**config.mk**
```make
export PLATFORM = sky130hd
export DESIGN_NAME = bitcount_unit_flat
export DESIGN_NICKNAME = d
export VERILOG_FILES = /design/src/rtl/bitcount_unit_if.sv /design/src/rtl/bitcount_unit.sv /design/src/flat_wrapper.sv
export SDC_FILE = /design/constraint.sdc
export NUM_CORES = 1
export LEC_CHECK = 0
export BUFFER_PORTS_ARGS = -buffer_cell sky130_fd_sc_hd__buf_4
export CORE_MARGIN = 3
export CORE_UTILIZATION = 44
export DETAILED_ROUTE_END_ITERATION = 10
export PLACE_DENSITY = 0.68
export SKIP_LAST_GASP = 1
export SLEW_MARGIN = 0
export SYNTH_ARGS = -nofsm -noshare
export SYNTH_HDL_FRONTEND = slang
export SYNTH_SLANG_ARGS = --single-unit
```
**constraint.sdc**
```tcl
create_clock -name clk -period 4.3 [get_ports clk]
set_input_delay 0.645 -clock clk [delete_from_list [all_inputs] [get_ports clk]]
set_output_delay 0.645 -clock clk [all_outputs]
set_load 0.01 [all_outputs]
```
**src/rtl/bitcount_unit_if.sv**
```systemverilog
// bitcount_unit_if: request/response bundle between the execute stage and the
// bit-counting coprocessor.
//   start - request pulse (requester -> unit)
//   mode  - operation select, sampled with start
//   A     - WIDTH-bit operand, sampled with start
//   clr   - synchronous abort (pipeline flush)
//   busy  - operation in progress (unit -> requester)
//   done  - one-cycle completion pulse
//   cnt   - 32-bit zero-extended result, held until the next done
// Modports: master = requester side, slave = coprocessor side.
`timescale 1ns/1ps
interface bitcount_unit_if #(
  parameter int unsigned WIDTH = 32
);
  logic             start;
  logic [1:0]       mode;
  logic [WIDTH-1:0] A;
  logic             clr;
  logic             busy;
  logic             done;
  logic [31:0]      cnt;

  modport master (
    output start, mode, A, clr,
    input  busy, done, cnt
  );

  modport slave (
    input  start, mode, A, clr,
    output busy, done, cnt
  );
endinterface

```
**src/rtl/bitcount_unit.sv**
```systemverilog
// bitcount_unit: multi-cycle popcount / clz / clo / ctz coprocessor.
// Examines STEP bits per cycle, fixed latency N = WIDTH/STEP cycles.
//   clk   - system clock, rising edge
//   reset - asynchronous, active-high; clears all state
//   bus   - bitcount_unit_if.slave: start/mode/A/clr in, busy/done/cnt out
// WIDTH must be a multiple of STEP.
`timescale 1ns/1ps
module bitcount_unit #(
  parameter int unsigned WIDTH = 32,
  parameter int unsigned STEP  = 4
) (
  input  logic            clk,
  input  logic            reset,
  bitcount_unit_if.slave  bus
);

  localparam int unsigned N  = WIDTH / STEP;
  localparam int unsigned KW = (N > 1) ? $clog2(N) : 1;
  localparam int unsigned AW = $clog2(WIDTH + 1);
  localparam int unsigned CW = $clog2(STEP + 1);

  localparam logic [0:0] S_IDLE = 1'b0;
  localparam logic [0:0] S_RUN  = 1'b1;

  logic [0:0]       r_state;
  logic [KW-1:0]    r_k;
  logic [WIDTH-1:0] r_shift;
  logic [AW-1:0]    r_acc;
  logic             r_found;
  logic             r_pop;
  logic             r_done;
  logic [31:0]      r_cnt;

  logic             w_accept;
  logic             w_last;
  logic [WIDTH-1:0] w_operand;
  logic [STEP-1:0]  w_chunk;
  logic [CW-1:0]    w_pop;
  logic [CW-1:0]    w_lz;
  logic [AW-1:0]    w_acc_next;

  assign w_accept = (r_state == S_IDLE) && bus.start && !bus.clr;
  assign w_last   = (r_k == KW'(N - 1));
  assign w_chunk  = r_shift[WIDTH-1 -: STEP];

  // Every mode is folded into popcount or a leading-zero scan from the MSB:
  // clo scans ~A, ctz scans A with its bits reversed.
  always_comb begin
    w_operand = bus.A;
    case (bus.mode)
      2'b00, 2'b01: w_operand = bus.A;
      2'b10:        w_operand = ~bus.A;
      2'b11: begin
        for (int i = 0; i < int'(WIDTH); i++) begin
          w_operand[i] = bus.A[int'(WIDTH) - 1 - i];
        end
      end
      default:      w_operand = bus.A;
    endcase
  end

  // Per-chunk ones count and leading-zero count. The lz loop walks upward so
  // the highest set bit is the last to write, leaving its distance from the MSB.
  always_comb begin
    w_pop = '0;
    w_lz  = CW'(STEP);
    for (int i = 0; i < int'(STEP); i++) begin
      w_pop = w_pop + CW'(w_chunk[i]);
      if (w_chunk[i]) begin
        w_lz = CW'(int'(STEP) - 1 - i);
      end
    end
  end

  // Once a scan has hit a one, later chunks no longer contribute.
  always_comb begin
    w_acc_next = r_acc;
    if (r_pop) begin
      w_acc_next = r_acc + AW'(w_pop);
    end else if (!r_found) begin
      w_acc_next = r_acc + AW'(w_lz);
    end
  end

  always_ff @(posedge clk or posedge reset) begin
    if (reset) begin
      r_state <= S_IDLE;
      r_k     <= '0;
      r_shift <= '0;
      r_acc   <= '0;
      r_found <= 1'b0;
      r_pop   <= 1'b0;
      r_done  <= 1'b0;
      r_cnt   <= '0;
    end else begin
      r_done <= 1'b0;
      case (r_state)
        S_IDLE: begin
          if (w_accept) begin
            r_state <= S_RUN;
            r_k     <= '0;
            r_shift <= w_operand;
            r_acc   <= '0;
            r_found <= 1'b0;
            r_pop   <= (bus.mode == 2'b00);
          end
        end
        S_RUN: begin
          if (bus.clr) begin
            // Flush: drop the operation silently, cnt keeps its old value.
            r_state <= S_IDLE;
            r_k     <= '0;
          end else begin
            r_shift <= r_shift << STEP;
            r_acc   <= w_acc_next;
            r_found <= r_found | (w_chunk != '0);
            r_k     <= r_k + KW'(1);
            if (w_last) begin
              r_state <= S_IDLE;
              r_k     <= '0;
              r_done  <= 1'b1;
              r_cnt   <= 32'(w_acc_next);
            end
          end
        end
        default: r_state <= S_IDLE;
      endcase
    end
  end

  assign bus.busy = (r_state == S_RUN);
  assign bus.done = r_done;
  assign bus.cnt  = r_cnt;

endmodule

```
**src/flat_wrapper.sv**
```systemverilog
// flat-port wrapper written by rule: the top's interface ports become plain ports
module bitcount_unit_flat 
#(
  parameter int unsigned WIDTH = 32,
  parameter int unsigned STEP  = 4
)
  (clk, reset, bus_start, bus_mode, bus_A, bus_clr, bus_busy, bus_done, bus_cnt);
  bitcount_unit_if #(.WIDTH(WIDTH)) bus_i ();
  input  logic clk;
  input  logic reset;
  input wire logic [$bits(bus_i.start)-1:0] bus_start;
  input wire logic [$bits(bus_i.mode)-1:0] bus_mode;
  input wire logic [$bits(bus_i.A)-1:0] bus_A;
  input wire logic [$bits(bus_i.clr)-1:0] bus_clr;
  output wire logic [$bits(bus_i.busy)-1:0] bus_busy;
  output wire logic [$bits(bus_i.done)-1:0] bus_done;
  output wire logic [$bits(bus_i.cnt)-1:0] bus_cnt;
  assign bus_i.start = bus_start;
  assign bus_i.mode = bus_mode;
  assign bus_i.A = bus_A;
  assign bus_i.clr = bus_clr;
  assign bus_busy = bus_i.busy;
  assign bus_done = bus_i.done;
  assign bus_cnt = bus_i.cnt;
  bitcount_unit #(.WIDTH(WIDTH), .STEP(STEP)) u_core (.clk(clk), .reset(reset), .bus(bus_i));
endmodule
```
# Word level (Yosys, flattened, before mapping)
# Cells that the tools add are included.
[word_totals]
elab_cells = 60
register_bits = 51
out_inout_bits = 34
inputBits = 38
[op_classes]
n_mux = 27
eq_ne = 6
bitwise = 4
reduce_logical = 9
add_sub_neg = 6
[op_table]
columns = ["op", "count"]
rows = [
  ["case mux 32 bit (3 select lines)", 1],
  ["2-to-1 mux 32 bit", 2],
  ["case mux 32 bit (2 select lines)", 1],
  ["inverter 32 bit", 1],
  ["2-to-1 mux 6 bit", 4],
  ["2-to-1 mux 3 bit", 7],
  ["adder 6 x 3 -> 6 bit", 2],
  ["case mux 6 bit (2 select lines)", 1],
  ["2-to-1 mux 1 bit", 8],
  ["adder 3 x 1 -> 3 bit", 2],
  ["case mux 3 bit (2 select lines)", 1],
  ["equality test 2 bit, second input constant", 2],
  ["case mux 1 bit (2 select lines)", 2],
  ["AND reduction 2 bit", 2],
  ["nonzero test 4 bit", 1],
  ["adder 3 x 1 -> 3 bit, second input constant", 1],
  ["equality test 3 bit, second input constant", 1],
  ["AND reduction 3 bit", 1],
  ["adder 1 x 1 -> 2 bit", 1],
  ["equality test 2 x 1 -> 1 bit, second input constant", 1],
  ["logical AND 1 bit", 2],
  ["zero test 2 bit", 1],
  ["inequality test 2 x 1 -> 1 bit, second input constant", 1],
  ["inequality test 2 bit, second input constant", 1],
  ["4 further kinds", 5],
]

# Depth between registers and ports, before layout
# Gate-level depths: netlist (run 1).
[logic_depth]
word_depth = 9
depth_mapped = 12
ltp_nobuf = 12

# Worst setup path after synthesis (run 1)
# OpenSTA, ideal clock, no wires.
[synth_timing]
kind = "register to register"
startpoint = "reg u_core.r_shift[28]"
endpoint = "reg u_core.r_cnt[4] (netlist: u_core.bus.cnt[4])"
path_slack_ns = 1.737
setup_time_ns = 0.082
required_time_ns = 4.218
path_stages_with_launch = 13
synth_period_minus_slack_ns = 2.563
n_path_buf = 0
arrival_time_ns = 2.481
path_cell_list = "dfrtp_1 -> inv_1 -> ha_1 -> inv_1 -> fa_1 -> inv_1 -> ha_1 -> inv_1 -> fa_1 -> nor2b_1 -> o21ai_0 -> or3_1 -> a31oi_1"
[synth_between]
elab_chain_cells = 7
elab_cells_between_ends = 11
classes_between = "add/sub: 5; mux: 6"
[synth_lines]
columns = ["element", "line", "rtl"]
rows = [
  ["start: declaration", "bitcount_unit.sv:27", "logic [WIDTH-1:0] r_shift;"],
  ["start signal: assignment", "bitcount_unit.sv:102", "r_shift <= w_operand;"],
  ["start signal: assignment", "bitcount_unit.sv:114", "r_shift <= r_shift << STEP;"],
  ["branches (longest 6 deep; another with adder 6 x 3 -> 6 bit)", "n/a", ""],
  ["2-to-1 mux 6 bit (*)", "bitcount_unit.sv:78", "if (r_pop) begin"],
  ["end signal: assignment", "bitcount_unit.sv:122", "r_cnt <= 32'(w_acc_next);"],
  ["end: declaration", "bitcount_unit.sv:32", "logic [31:0] r_cnt;"],
]
# Mark *: on every way between the ends.
# A chain may end at the register's enable or synchronous reset.

# Worst setup path in the final report (run 1)
# Same ends and word-level chain as after synthesis.

==> results of run 1 <==
==> through the flow <==
step / power (W) / hold WS (ns) / area [um^2] / instances / utilization
6_report: 0.00126 / 0.486 / 3820 / 537 / 0.510
2_1_floorplan: 0.000906 / 0.444 / 3580 / 437 / -
5_1_grt: 0.00136 / 0.506 / 3820 / 537 / 0.510
3_5_place_dp: 0.000997 / 0.466 / 3740 / 529 / 0.499
3_3_place_gp: 0.000982 / 0.462 / 3740 / 529 / 0.499
4_1_cts: 0.00127 / 0.488 / 3820 / 537 / 0.510
==> placed cells by master (no fill, tap or decap), types with 13 or more instances in the layout <==
| cell | instances |
|---|---|
| o21ai_0 | 47 |
| buf_4 | 48 |
| nor2_1 | 18 |
| o21ai_1 | 15 |
| nand3_1 | 26 |
| conb_1 | 26 |
| nand2b_1 | 29 |
| inv_1 | 15 |
| dfrtp_1 | 51 |
| nand2_1 | 45 |
| o2111ai_1 | 24 |
| ha_1 | 13 |
==> state kept, by name (all words and copies together) (netlist names) <==
register         flops
u_core.r_k           3
u_core.r_shift      32
u_core.r_acc         6
u_core.r_pop         1
u_core.r_found       1
u_core.bus.cnt       6
u_core.bus.busy      1
u_core.bus.done      1
==> worst register-to-register path: cells and delay by family, from the launching register on <==
family | cells | cell delay [ns]
DFF | 1 | 0.40
buffers and inverters | 4 | 0.27
and+or+nand+nor | 2 | 0.45
adders and majority gates | 4 | 1.25
AOI/OAI and AO/OA | 2 | 0.30
==> logic make-up (layout without fill, tap and decap cells) <==
family,count (synthesis),in the layout
multiplexers,6,6
XOR/XNOR,2,2
other,1,26
AO/OA/AOI/OAI,129,129
buffers and inverters,73,74
AND/OR/NAND/NOR,134,134
adder cells (fa/ha/maj),16,16
flip-flops,51,51
==> power by group <==
group	switching, W	internal (W)
registers	0.0000676	0.000552
clock network	0.000162	0.000114
logic	0.000208	0.000158
total	0.000438	0.000824
==> cell type report <==
| type | instances | area, um^2 | area share |
|---|---|---|---|
| Timing Repair Buffer | 48 | 360 | 0.0943 |
| Multi-Input combinational cell | 313 | 1910 | 0.499 |
| Sequential cell | 51 | 1280 | 0.334 |
| Tap cell | 99 | 124 | 0.0324 |
| Inverter | 18 | 67.6 | 0.0177 |
| Clock buffer | 6 | 72.6 | 0.0190 |
| Clock inverter | 2 | 12.5 | 0.00327 |
==> worst min-delay path by stage <==
stage | startpoint | end | slack [ns] | cells past startpoint
final | u_core.r_shift[25]$_DFFE_PP0P_ | u_core.r_shift[25]$_DFFE_PP0P_ | 0.49 | 2
after global placement | u_core.r_shift[26]$_DFFE_PP0P_ | u_core.r_shift[26]$_DFFE_PP0P_ | 0.46 | 2
after detailed placement | u_core.r_shift[25]$_DFFE_PP0P_ | u_core.r_shift[25]$_DFFE_PP0P_ | 0.47 | 2
after CTS | u_core.r_shift[25]$_DFFE_PP0P_ | u_core.r_shift[25]$_DFFE_PP0P_ | 0.49 | 2
after global routing | u_core.r_shift[13]$_DFFE_PP0P_ | u_core.r_shift[13]$_DFFE_PP0P_ | 0.51 | 2
after floorplan | u_core.r_shift[1]$_DFFE_PP0P_ | u_core.r_shift[1]$_DFFE_PP0P_ | 0.44 | 1
==> metal layers <==
metal,track usage,routed length (um),up-vias
li1,-,-,1458
met2,0.294,3490,59
met4,0.0469,98,0
met3,0.0300,312,11
met5,0,0,-
met1,0.235,3500,1349
==> results_dict.tcl, run 1 <==
set metrics [dict create \
    crit_family "adder cells" \
    crit_end "u_core.bus.cnt[4]$_DFFE_PP0P_" \
    ys_seq_area_frac 0.366 \
    yosys.area_share.simple 0.189 \
    cp.depth 12 \
    status "complete, no violations" \
    finalSetupTns_ns 0 \
    synth-xor-area-share 0.00502 \
    wl_per_cell_um 13.8 \
    ys_types 49 \
    ys_async_sr_fraction 1.00 \
    post_cts_resized 0 \
    crit_path_end_kind "register" \
    portBuffers 45 \
    routed_via_density 5.36 \
    fmax_mhz 364 \
    r2r_cells 12 \
    first_pass_iters 4 \
    r2r_slack_ns 1.55 \
    vias 2877 \
    clk_pin_slew_ns 0.10 \
    finalCritPeriodShare 0.638 \
    synth_area_mm2 0.00349 \
    track_usage 0.176 \
    pre_cts_slack_ns 1.58 \
    grt_max_degree 66 \
    min_path_type "reg2reg" \
    grt_antenna_before_repair 0 \
    finalClockSkew_ns 0.00666 \
    rows 31 \
    cp.required_ns 4.54 \
    slew_viol_final 0 \
    antenna_cells 0 \
    grt_pass1_vias 2685 \
    worstReg2RegStart "u_core.r_shift[28]$_DFFE_PP0P_" \
    cts_tree "built" \
    layout_min_cycle_time_ns 2.75 \
    cts.sinks 51 \
    synth-main-ff-cell "dfrtp_1" \
    finalWirelength_um 7400 \
    drc_errors 0 \
    grt_setup_unrepaired "no" \
    ys.warnings.count 0 \
    clock_latency_ns 0.31 \
    setup_viol 0 \
    vdd_drop_max_v 0.000161 \
    htreeDepth 2 \
    start_util 0.466 \
    report.final.hold_viol_count 0 \
    synth-edff-count 0 \
    synth_top_family_by_area "compound AO/OA/AOI/OAI gates" \
    syn_to_final_growth_pct 9.54 \
    synth_compound_area_frac 0.240 \
    p_per_area_mw_per_mm2 330 \
    max-slew-margin-rel 0.316 \
    crit_chain "inv_1 > ha_1 > inv_1 > fa_1 > inv_1 > ha_1 > inv_1 > fa_1 > nor2b_1 > o21ai_0 > or3_1 > a31oi_1" \
    num_io_pins 72 \
    drt-initial-drc-count 138 \
    tightestPinTransition_ns 1.02 \
    maxCapViolations 0 \
    ctsHoldBuffers 0 \
    r2r-end "u_core.bus.cnt[4]$_DFFE_PP0P_" \
    critPathArrivalTime_ns 2.98 \
    core_area_mm2 0.00749 \
    place_hpwl_um 5200 \
    final_antenna_net_count 0 \
    path_max_fanout 4 \
    cp_common_cell "inv_1" \
    root_buffer "clkbuf_8" \
    path_class "reg2reg" \
    syn_inst 412 \
    synth_top_area_cell "dfrtp_1" \
    syn-mean-instance-area_um2 8.47 \
    critPathSlowestCell "fa_1" \
    ys_seq_elements 51 \
    drive_gt1_frac 0.146 \
    leakage_nw 1.75 \
    yosysTopAreaCellShare 0.366 \
    die-area_mm2 0.00903 \
    numCtsBuffers 5 \
    synthMostInstantiatedCell "dfrtp_1" \
    crit_buf_inv 4 \
    nFillCells 732 \
    synthTopCellsByCount "51 x dfrtp_1, 47 x o21ai_0, 45 x nand2_1, 29 x nand2b_1, 27 x buf_4" \
    grt_pass1_wl_um 12600 \
    die_h_um 95.0 \
    synthAdderAreaFrac 0.0638 \
    max_stage_delay_ns 0.41 \
    setup_slack_ns 1.55 \
    die_w_um 95.0 \
    muxShareOfSynthArea 0.0176 \
    cts_setup_buffers 0 \
    synth_top_cells_by_area "dfrtp_1 37%, o21ai_0 6.7%, o2111ai_1 6.0%" \
    gp_congestion 0.835 \
    setup.worst_path.start_class "register" \
    fin_nets 491 \
    clock_tree.buffer_depth 2 \
    grt-ovfl-total 0 \
    worstSetupStartpoint "u_core.r_shift[28]$_DFFE_PP0P_" \
]
Power figures use the tool's default switching activity.
==> run 2, diff against run 1 <==
- ABC_AREA: default -> 1
- clock period: 4.3 -> 2.9 ns (I/O delays scaled with it)
==> run 2 against run 1 <==
Compared with the run above:
- sequential cell count stayed put
- final cell count is 11% higher
- first-iteration DRC count down 9.4%
- maximum frequency is 12% higher
- count of clock-buffer cells in the layout shrank 1
- critical endpoint is now u_core.r_acc[4]$_DFFE_PP0P_
- largest cell class unchanged
- largest power group unchanged
- highest routed layer unchanged
==> results_dict.tcl, run 2 <==
set metrics [dict create \
    ys_seq_elements 51 \
    cts.sinks 51 \
    syn-mean-instance-area_um2 7.57 \
    first_pass_iters 5 \
    clk_pin_slew_ns 0.09 \
    die-area_mm2 0.00904 \
    setup.worst_path.start_class "register" \
    antenna_cells 0 \
    mostFrequentLayoutCells "72 x nand2_1, 65 x o21ai_0, 58 x a21oi_1" \
    seq_area_mm2 0.00128 \
    hold_slack_ns 0.199 \
    root_buffer "clkbuf_8" \
    crit_family "adder cells" \
    r2r_cells 14 \
    ys.warnings.count 0 \
    r2r_slack_ns 0.45 \
    ctsHoldBuffers 0 \
    finalCritPeriodShare 0.844 \
    muxShareOfSynthArea 0 \
    final_util 0.510 \
    ys_seq_area_frac 0.366 \
    worstReg2RegStart "u_core.r_shift[28]$_DFFE_PP0P_" \
    routed_via_density 5.04 \
    rows 31 \
    drive_gt1_frac 0.151 \
    post_cts_resized 0 \
    tightestPinTransition_ns 0.622 \
    crit_chain "inv_1 > ha_1 > inv_1 > fa_1 > inv_1 > ha_1 > inv_1 > fa_1 > inv_1 > a21oi_1 > nand2_1 > nand4_1 > nand3_1 > nand2_1" \
    synth_top_area_cell "dfrtp_1" \
    synth-main-ff-cell "dfrtp_1" \
    core_area_mm2 0.00749 \
    ys_types 31 \
    finalWirelength_um 7700 \
    multi_input_area_mm2 0.00174 \
    r2r-end "u_core.r_acc[4]$_DFFE_PP0P_" \
    drt-initial-drc-count 125 \
    leakage_nw 1.95 \
    numCtsBuffers 5 \
    layout_min_cycle_time_ns 2.45 \
    grt_pass1_wl_um 12900 \
    critPathArrivalTime_ns 2.66 \
    cts_tree "built" \
    vias 3005 \
    die_h_um 95.1 \
    cp.required_ns 3.11 \
    crit_path_end_kind "register" \
    max_stage_delay_ns 0.40 \
    synthMostInstantiatedCell "nand2_1" \
    portBuffers 45 \
    track_usage 0.180 \
    cp_common_cell "inv_1" \
    report.final.hold_viol_count 0 \
    setup_viol 0 \
    yosys.area_share.simple 0.178 \
    synthTopCellsByCount "72 x nand2_1, 65 x o21ai_0, 58 x a21oi_1, 53 x inv_1, 51 x dfrtp_1" \
    clock_latency_ns 0.31 \
    synth_compound_area_frac 0.228 \
    min_path_type "in2async" \
    status "complete, no violations" \
    crit_buf_inv 5 \
    nFillCells 752 \
    gp_congestion 0.892 \
    place_hpwl_um 5570 \
    p_per_area_mw_per_mm2 563 \
    final_common_cell "nand2_1" \
    synth-xor-area-share 0 \
    finalClockSkew_ns 0.00769 \
    synth_top_family_by_area "compound AO/OA/AOI/OAI gates" \
    vdd_drop_max_v 0.000221 \
    die_w_um 95.1 \
    num_io_pins 72 \
    grt_antenna_before_repair 0 \
    finalSetupTns_ns 0 \
    slew_viol_final 0 \
    synth_area_mm2 0.00349 \
    grt_setup_unrepaired "no" \
    syn_to_final_growth_pct 9.39 \
    largest_reg_flops 32 \
    synth-edff-count 0 \
    path_max_fanout 3 \
    yosysTopAreaCellShare 0.366 \
    regMostFlops "u_core.r_shift" \
    grt_pass1_vias 2891 \
    cts_setup_buffers 0 \
    synth_top_cells_by_area "dfrtp_1 37%, o21ai_0 9.3%, a21oi_1 8.3%" \
    start_util 0.466 \
    power.total_w 0.00215 \
    fin_nets 550 \
    drc_errors 0 \
    htreeDepth 2 \
    syn_inst 461 \
    fmax_mhz 409 \
    grt-ovfl-total 0 \
    critPathSlowestCell "fa_1" \
    wl_per_cell_um 12.9 \
    clock_tree.buffer_depth 2 \
    path_class "reg2reg" \
    max-slew-margin-rel 0.585 \
    ys_async_sr_fraction 1.00 \
    grt_max_degree 42 \
    maxCapViolations 0 \
    final_antenna_net_count 0 \
    synthAdderAreaFrac 0.0638 \
]
run 2: area by class of cell:
cell class                      instances  area share
Clock buffer                            5      0.0180
Clock inverter                          3     0.00492
Sequential cell                        51       0.334
Timing Repair Buffer                   48      0.0944
Tap cell                               99      0.0324
Multi-Input combinational cell        330       0.455
Inverter                               60      0.0610
run 2: through the flow:
stage,std cells,setup slack [ns],area (um^2)
4_1_cts,596,0.440,3820
6_report,596,0.453,3820
3_5_place_dp,588,0.445,3730
2_1_floorplan,486,0.624,3580
5_1_grt,596,0.158,3820
3_3_place_gp,588,0.537,3730
run 2: where the power goes:
| group | switching, W | internal (W) | leakage [nW] |
|---|---|---|---|
| Sequential | 0.000112 | 0.000865 | 0.626 |
| Combinational | 0.000457 | 0.000293 | 1.28 |
| Clock | 0.000249 | 0.000170 | 0.0483 |
| Total | 0.000819 | 0.00133 | 1.95 |
run 2: metal layers:
metal / global-route usage / share of wire / vias to the layer above
met4: 0.0553 / 0.011 / 0
li1: - / - / 1527
met2: 0.322 / 0.51 / 88
met3: 0.0284 / 0.056 / 9
met1: 0.221 / 0.42 / 1381
met5: 0 / 0 / -
run 2: worst max path at each step:
stage	start	endpoint	slack, ns	cells after the start
floorplan	u_core.r_shift[28]$_DFFE_PP0P_	u_core.bus.cnt[4]$_DFFE_PP0P_	0.62	14
global placement	u_core.r_shift[28]$_DFFE_PP0P_	u_core.bus.cnt[5]$_DFFE_PP0P_	0.54	16
detailed placement	u_core.r_shift[28]$_DFFE_PP0P_	u_core.r_acc[4]$_DFFE_PP0P_	0.45	14
CTS	u_core.r_shift[28]$_DFFE_PP0P_	u_core.r_acc[4]$_DFFE_PP0P_	0.44	14
global route	u_core.r_shift[29]$_DFFE_PP0P_	u_core.r_acc[5]$_DFFE_PP0P_	0.16	16
finish	u_core.r_shift[28]$_DFFE_PP0P_	u_core.r_acc[4]$_DFFE_PP0P_	0.45	14
run 2: logic make-up after synthesis:
family                     Yosys count
buffers and inverters              105
and+or+nand+nor                    141
other                                1
AOI/OAI and AO/OA                  147
adders and majority gates           16
DFF                                 51
